File: config.mk
export PLATFORM = sky130hd
export DESIGN_NAME = led_mode_ctrl
export DESIGN_NICKNAME = d
export VERILOG_FILES = /design/src/rtl/led_mode_ctrl_pkg.sv /design/src/rtl/led_mode_ctrl_hold.sv /design/src/rtl/led_mode_ctrl.sv
export SDC_FILE = /design/constraint.sdc
export NUM_CORES = 1
export LEC_CHECK = 0
export CORE_AREA = 2 2 99 72
export DETAILED_ROUTE_END_ITERATION = 8
export DIE_AREA = 0 0 101 74
export SLEW_MARGIN = 20
export SYNTH_ARGS = -nofsm -noshare
export SYNTH_HDL_FRONTEND = slang
export SYNTH_SLANG_ARGS = --single-unit
File: constraint.sdc
create_clock -name clk -period 2.2 [get_ports clk]
set_input_delay 0.22 -clock clk [delete_from_list [all_inputs] [get_ports clk]]
set_output_delay 0.22 -clock clk [all_outputs]
set_load 0.005 [all_outputs]
File: src/rtl/led_mode_ctrl_pkg.sv
// Shared game-phase encoding and LED display mode constants for the table-tennis sequencer.
// The helper maps a game phase to the one-hot display mode shown in that phase.
package led_mode_ctrl_pkg;

    typedef enum logic [1:0] {
        ST_SERVE = 2'd0,
        ST_RALLY = 2'd1,
        ST_SHOW  = 2'd2,
        ST_OVER  = 2'd3
    } state_t;

    localparam logic [3:0] LED_SCORE = 4'b1000;
    localparam logic [3:0] LED_RIGHT = 4'b0100;
    localparam logic [3:0] LED_TRACK = 4'b0010;
    localparam logic [3:0] LED_BLINK = 4'b0001;

    function automatic logic [3:0] led_of(input state_t s);
        case (s)
            ST_SERVE: return LED_RIGHT;
            ST_RALLY: return LED_TRACK;
            ST_SHOW:  return LED_SCORE;
            ST_OVER:  return LED_BLINK;
            default:  return LED_RIGHT;
        endcase
    endfunction

endpackage

File: src/rtl/led_mode_ctrl_hold.sv
// Loadable down-counter that stops at zero; done is high while the count is zero.
// Load takes effect on the next edge and has priority over the decrement; no backpressure.
module hold_timer #(
    parameter int W = 4
) (
    input  logic         clk,
    input  logic         rst_n,
    input  logic         load,
    input  logic [W-1:0] load_val,
    output logic         done
);

    logic [W-1:0] cnt_q, cnt_d;

    always_comb begin
        cnt_d = cnt_q;
        if (load) begin
            cnt_d = load_val;
        end else if (cnt_q != '0) begin
            cnt_d = cnt_q - 1'b1;
        end
    end

    always_ff @(posedge clk or negedge rst_n) begin
        if (!rst_n) begin
            cnt_q <= '0;
        end else begin
            cnt_q <= cnt_d;
        end
    end

    assign done = (cnt_q == '0);

endmodule

File: src/rtl/led_mode_ctrl.sv
// Table-tennis game sequencer: tracks serve/rally/score-hold/game-over, scores and serve right.
// All outputs registered, one-cycle latency from event to outputs; events are pulses, no backpressure.
module led_mode_ctrl
    import led_mode_ctrl_pkg::*;
#(
    parameter int SCORE_HOLD = 100_000_000,
    parameter int WIN_POINTS = 11,
    parameter int SERVE_SWAP = 2
) (
    input  logic       clk,
    input  logic       rst_n,
    input  logic       serve_go,
    input  logic       point,
    input  logic       point_to_a,
    input  logic       new_game,
    output logic [3:0] led_control,
    output logic [3:0] score,
    output logic       right,
    output logic [3:0] score_a,
    output logic [3:0] score_b,
    output logic       game_over
);

    localparam int HW = $clog2(SCORE_HOLD + 1);
    localparam int SW = (SERVE_SWAP > 1) ? $clog2(SERVE_SWAP) : 1;
    localparam logic [HW-1:0] HOLD_LOAD = HW'(SCORE_HOLD - 1);
    localparam logic [SW-1:0] SWAP_LAST = SW'(SERVE_SWAP - 1);
    localparam logic [3:0]    WIN       = 4'(WIN_POINTS);

    state_t        state_q, state_d;
    logic [3:0]    led_q, score_q, score_d, sa_q, sa_d, sb_q, sb_d;
    logic          right_q, right_d, over_q;
    logic [SW-1:0] swap_q, swap_d;
    logic          hold_load, hold_done;
    logic [HW-1:0] hold_val;

    hold_timer #(.W(HW)) u_hold (
        .clk      (clk),
        .rst_n    (rst_n),
        .load     (hold_load),
        .load_val (hold_val),
        .done     (hold_done)
    );

    always_comb begin
        state_d   = state_q;
        score_d   = score_q;
        sa_d      = sa_q;
        sb_d      = sb_q;
        right_d   = right_q;
        swap_d    = swap_q;
        hold_load = 1'b0;
        hold_val  = HOLD_LOAD;
        if (new_game) begin
            state_d   = ST_SERVE;
            score_d   = 4'd0;
            sa_d      = 4'd0;
            sb_d      = 4'd0;
            right_d   = 1'b1;
            swap_d    = '0;
            hold_load = 1'b1;
            hold_val  = '0;
        end else begin
            case (state_q)
                ST_SERVE: if (serve_go) state_d = ST_RALLY;
                ST_RALLY: begin
                    if (point) begin
                        state_d   = ST_SHOW;
                        hold_load = 1'b1;
                        if (point_to_a) begin
                            sa_d    = sa_q + 4'd1;
                            score_d = sa_q + 4'd1;
                        end else begin
                            sb_d    = sb_q + 4'd1;
                            score_d = sb_q + 4'd1;
                        end
                        // Serve right flips on the same edge the swap count wraps.
                        if (swap_q == SWAP_LAST) begin
                            swap_d  = '0;
                            right_d = ~right_q;
                        end else begin
                            swap_d  = swap_q + 1'b1;
                        end
                    end
                end
                ST_SHOW: if (hold_done) state_d = (score_q == WIN) ? ST_OVER : ST_SERVE;
                default: state_d = state_q;
            endcase
        end
    end

    always_ff @(posedge clk or negedge rst_n) begin
        if (!rst_n) begin
            state_q <= ST_SERVE;
            led_q   <= LED_RIGHT;
            score_q <= 4'd0;
            sa_q    <= 4'd0;
            sb_q    <= 4'd0;
            right_q <= 1'b1;
            swap_q  <= '0;
            over_q  <= 1'b0;
        end else begin
            state_q <= state_d;
            led_q   <= led_of(state_d);
            score_q <= score_d;
            sa_q    <= sa_d;
            sb_q    <= sb_d;
            right_q <= right_d;
            swap_q  <= swap_d;
            over_q  <= (state_d == ST_OVER);
        end
    end

    assign led_control = led_q;
    assign score       = score_q;
    assign right       = right_q;
    assign score_a     = sa_q;
    assign score_b     = sb_q;
    assign game_over   = over_q;

endmodule
# Word level (Yosys, flattened, before mapping)

Cells that the tools add are included.

Add/subtract/negate cells: 4
Eq/ne operators: 7
Mux-type cells: 33
Bitwise operators: 1
Reductions and logical operators: 13

Operators with widths:

| cell                    | count |
|---|---|
| $mux W27                | 3 |
| $mux W4                 | 12 |
| $logic_not A27 Y1       | 1 |
| $reduce_bool A27 Y1     | 1 |
| $sub A27 B1 Y27 const B | 1 |
| $pmux W4 S4             | 1 |
| $mux W1                 | 11 |
| $mux W2                 | 5 |
| $reduce_bool A2 Y1      | 5 |
| $reduce_and A3 Y1       | 3 |
| $add A4 B1 Y4 const B   | 2 |
| $eq A2 B2 Y1 const B    | 3 |
| $pmux W2 S3             | 1 |
| $eq A2 B1 Y1 const B    | 2 |
| $eq A4 B4 Y1 const B    | 1 |
| $logic_not A2 Y1        | 2 |
| $ne A2 B1 Y1 const B    | 1 |
| $reduce_and A2 Y1       | 1 |
| $add A1 B1 Y1 const B   | 1 |
| $not A1 Y1              | 1 |

Bits in registers: 48
Bits of input ports: 6
Output and inout port bits: 18
Logic and storage cells: 67

# Depth between registers and ports, before layout

Gate-level depths: netlist of run 1.

Depth in word-level cells: 7
Gate-level depth with buffers: 8
Depth with buffers taken out: 7

# Hierarchy

From an unflattened synthesis of run 1, not the netlist that was laid out.

Cell total of the unflattened synthesis: 281
Area total of the unflattened synthesis: 2,643.8 um^2

Modules (own cells, without submodules):

| module        | instances | cells each | area an instance (um^2) | sequential area each (um^2) |
|---|---|---|---|---|
| hold_timer    | 1         | 178        | 1,627.8                 | 675.6 |
| led_mode_ctrl | 1         | 103        | 1,016.0                 | 503.0 |

# Worst setup path after synthesis of run 1

OpenSTA, ideal clock, no wires.

Path type: register to register
Start: register u_hold.cnt_q[7]
End: register u_hold.cnt_q[25]
Library setup time: 124 ps
Arrival: 2,068 ps
Data required time: 2,076 ps
Slack: 9 ps
Cell stages (with the launch flop): 7
Cell sequence: dfrtp_1 > or4_1 > buf_2 > or4_4 > nor3_2 > nand4b_1 > mux2i_1

Cells in the longest elaborated chain, start to end: 3

RTL lines:

| what                   | line                     | source |
|---|---|---|
| from (decl)            | led_mode_ctrl_hold.sv:13 | `logic [W-1:0] cnt_q, cnt_d;` |
| from (signal assigned) | led_mode_ctrl_hold.sv:28 | `cnt_q <= cnt_d;` |
| $sub A27 B1 Y27        | led_mode_ctrl_hold.sv:20 | `cnt_d = cnt_q - 1'b1;` |
| $mux W27               | led_mode_ctrl_hold.sv:19 | `end else if (cnt_q != '0) begin` |
| $mux W27               | led_mode_ctrl_hold.sv:17 | `if (load) begin` |

Parallel ways exist; a longest one is shown, timed or not. The select of a mux whose other input is x is not followed.
A chain may end at the register's enable or synchronous reset.

# Final worst setup path of run 1

Same ends and word-level chain as after synthesis.

==> impl_summary.log, run 1 <==
[metrics] CP dominant cell by count: or4_4
[metrics] Clock transition at path regs: about 90 ps
[metrics] top flip-flop cell by instance count after synthesis: dfrtp_1
[metrics] pwr/cell area: 1230 nW/um^2
[metrics] final cycle utilization of the critical path: a little over nine tenths
[metrics] area taken by flip-flops and latches: approximately 1200 sq um
[metrics] Gate Count Post-Synth: 265
[metrics] Crit Path Category: register to register
[metrics] mean post-synth cell area: about 9.5 sq um
[metrics] number of violations reported at the end of detailed-routing iteration 0: 100
[metrics] DR WL met3: ~300 microns
[metrics] DP Worst Slack: ~46 ps
[metrics] largest net degree at the start of global routing: between 40 and 50
[metrics] Final Instance Count excl. Fillers: between 300 and 400
[metrics] TritonCTS clock tree: yes
[metrics] Synth Warn #: 0
[metrics] CP endpoint kind: register
[metrics] number of synthesized flops with an enable pin: 0
[metrics] Top Layer Used: met4
[metrics] Post-CTS Hold Fix Bufs: 0
[metrics] status: finished, violations left
[metrics] buffer and inverter count on the worst path: 0
[metrics] count of distinct cell types in the synthesized netlist: 48
[metrics] Arr. time, crit path: 2350 ps
[metrics] placeable core region: 6570 sq um
[metrics] clk_lat worst skew: roughly 300 ps
[metrics] max capacitance violation total: 0
[metrics] drt pass-1 iters: 4
[metrics] DIE AREA: about 7500 sq um
[metrics] final worst clock skew: between 5 and 6 ps
[metrics] CTS Buffer Depth: 2
[metrics] Worst Setup Start Kind: register
[metrics] Final Max Slew Viols: 0
[metrics] Worst path top cell family by delay: simple AND/OR/NAND/NOR gates
[metrics] Mapped Area: 2530 sq um
[metrics] top-count cell post-synth: dfrtp_1
[metrics] die outline width: a little over 100 microns
[metrics] path type of the worst min-delay path: primary input to asynchronous set/reset pin
[metrics] H-Tree Depth: 2
[metrics] Max VDD drop: between 500 and 600 uV
[metrics] list of most frequent post-synthesis cells: 45 x dfrtp_1, 24 x a21oi_1, 22 x nor2_1
[metrics] fraction of post-synthesis cell area in the top cell type by area: 44.5%
[metrics] TritonCTS buffer count: 5
[metrics] met2 routed wirelength: roughly 2400 microns
[metrics] Hold Slack: -8.75 ps
[metrics] global-route wire length before repair: a little over 10000 microns
[metrics] detailed-route vias per instance: about 5.4
[metrics] fin worst setup slack: approximately 48 ps
[metrics] Fmax achieved: approximately 0.46 GHz
[metrics] setup repair after global routing missed its margin: true
[metrics] Root Buffer Master: clkbuf_8
[metrics] CP Data Required Time: between 2000 and 2500 ps
[metrics] Die Span Y: roughly 74 microns
[metrics] final-report hold violation count: 8
[metrics] total number of placement rows: 25
[metrics] number of placed I/O pins: 24
[metrics] post-placement cell count: around 390
[metrics] number of antenna repair diodes: 0
[metrics] routed via count: 2109
[metrics] fraction of the yosys area taken by sequential cells: 46.6%
[metrics] starting density of the core: approximately two fifths
[metrics] Crit path largest cell delay: roughly 600 ps
[metrics] final layout net count: approximately 320
[metrics] most area-consuming cells after synthesis: dfrtp_1 45%, xor2_1 4.8%, a21oi_1 4.8%
[metrics] cells traversed along the worst timing path: or4_4 -> or4_4 -> nor3_4 -> nand4b_1 -> mux2i_1
[metrics] Antenna Nets Post-Route: 0
[metrics] Setup Viol. Count Final: 0
[metrics] multi-input logic area: 1320 sq um
[metrics] total routing usage reported by global routing: approximately 17%
[metrics] Routed Wire Length: 6000 microns
[metrics] Fill cells: between 600 and 700
[metrics] standard cell with the maximum stage delay on the critical path: or4_4
[metrics] post-synthesis cell type with the largest combined area: dfrtp_1
[metrics] relative slew slack: 59.3%
[metrics] Area growth, synth to finish: 26.4%
[metrics] via count of the first global-routing pass: about 2000
[metrics] initial antenna violation count: 0
[metrics] violations in the final reports: negative hold slack
[metrics] Final Critical Period: roughly 2200 ps
[metrics] crit path max fanout: 5
[metrics] number of remaining DRC errors: 0
[metrics] total global routing overflow: 0
[metrics] number of port buffers: 23
[metrics] Pleak: around 1.4 nW
[metrics] syn nets: 275
[metrics] number of storage elements in the synthesis netlist: 47
[metrics] worst slew pin tran: between 600 and 700 ps
[metrics] wire length on met1: 3250 microns
[metrics] share of synthesized registers carrying an async set or reset: 100%
[metrics] drt wl/cell: 15.2 microns
[metrics] total number of clock tree sinks: 47
[metrics] fraction of final layout cells with drive strength greater than 1: a little under a fifth
[metrics] estimated wirelength of the detail-placed design: about 4300 microns
[metrics] GPL Wtd Cong: between 0.7 and 0.8
## power by group
group	internal [mW]	switching (mW)	total, mW
logic	0.934	1.04	1.97
clock network	0.368	0.298	0.666
registers	1.06	0.229	1.29
## layout make-up
class	count	area share, %
Sequential cell	47	36.9
Clock buffer	6	2.58
Tap cell	81	3.17
Multi-Input combinational cell	200	41.3
Inverter	3	0.352
Timing Repair Buffer	55	14.6
Clock inverter	2	1.10
## cell families (layout without fill, tap and decap cells)
group | after synthesis | count (layout) | synth area share, %
multiplexers | 5 | 5 | 2.03
buffers and inverters | 18 | 66 | 2.87
XOR/XNOR | 27 | 27 | 9.35
AND/OR/NAND/NOR | 102 | 102 | 22.5
adder cells (fa/ha/maj) | 4 | 4 | 1.98
flip-flops | 47 | 47 | 46.6
AO/OA/AOI/OAI | 62 | 62 | 14.6
## per-layer routing
layer	vias up	GRT usage, %
met5	-	0
met4	0	4.95
met3	10	3.85
met2	56	23.7
met1	995	27.6
li1	1048	-
## metrics by stage
stage	hold slack (ps)	power (mW)	area (sq um)	setup TNS, ps	util [%]
after global routing	52.7	4.25	3200	-97.1	48.6
after floorplan	-75.6	2.41	2530	0	-
after global placement	365	3.15	3030	0	46.2
final	-8.75	3.93	3200	0	48.6
after CTS	25.0	3.84	3150	0	47.9
after detailed placement	359	3.15	3030	0	46.2
## cell usage in the layout (no fill, tap or decap), types with 2 or more instances in the layout
cell             Yosys  final
a211o_1              2      2
a211oi_2             2      2
a21oi_1             24     24
a31oi_1              3      3
buf_4                1     32
clkbuf_8             0      6
clkdlybuf4s50_1      0     22
dfrtp_1             45     45
dfstp_2              2      2
ha_1                 4      4
inv_1                3      3
mux2i_1              4      4
nand2_1             16     16
nand2b_1             3      3
nand3_1              8      8
nand3b_1             2      2
nand4_1              3      3
nor2_1              22     22
nor2b_1              2      2
nor3_1              11     10
nor3_2               2      2
nor4_1               7      5
nor4_2               2      4
o211ai_1             3      3
o21ai_0             18     18
o21ai_1              2      2
o41ai_1              2      2
or2_2                3      3
or3_1                8      7
or4_4                1      2
xnor2_1             13     13
xor2_1              14     14
## sequential cells by signal, summed over array words and instances, names as in the netlist
signal / cells
u_hold.cnt_q: 27
swap_q: 1
state_q: 2
score_a: 4
score: 4
game_over: 1
score_b: 4
right: 1
led_control: 3
## final timing paths
kind	start	endpoint	slack, ps	depth (start not counted)
setup / recovery	u_hold.cnt_q[7]	u_hold.cnt_q[25]	50	5
hold / removal	rst_n	u_hold.cnt_q[10]	-9	2
setup reg to reg	u_hold.cnt_q[7]	u_hold.cnt_q[25]	50	5
hold reg to reg	score[0]	score[0]	550	2
max in group asynchronous	rst_n	u_hold.cnt_q[17]	1780	2
min in group clk	score[0]	score[0]	550	2
## what timing repair did
action	in CTS	in global routing
buffers inserted	0	1
gates resized for setup	0	7
setup endpoints to repair	0	24
(Power assumes the default switching activity.)
==> inputs of run 2 (changes only) <==
--- a/config.mk
+++ b/config.mk
@@ -8,7 +8,9 @@
 export CORE_AREA = 2 2 99 72
 export DETAILED_ROUTE_END_ITERATION = 8
 export DIE_AREA = 0 0 101 74
+export GPL_ROUTABILITY_DRIVEN = 0
 export SLEW_MARGIN = 20
 export SYNTH_ARGS = -nofsm -noshare
 export SYNTH_HDL_FRONTEND = slang
 export SYNTH_SLANG_ARGS = --single-unit
+export TNS_END_PERCENT = 50
==> results of run 2 <==
The final DEF is identical to that of run 1; final timing and power are the same.
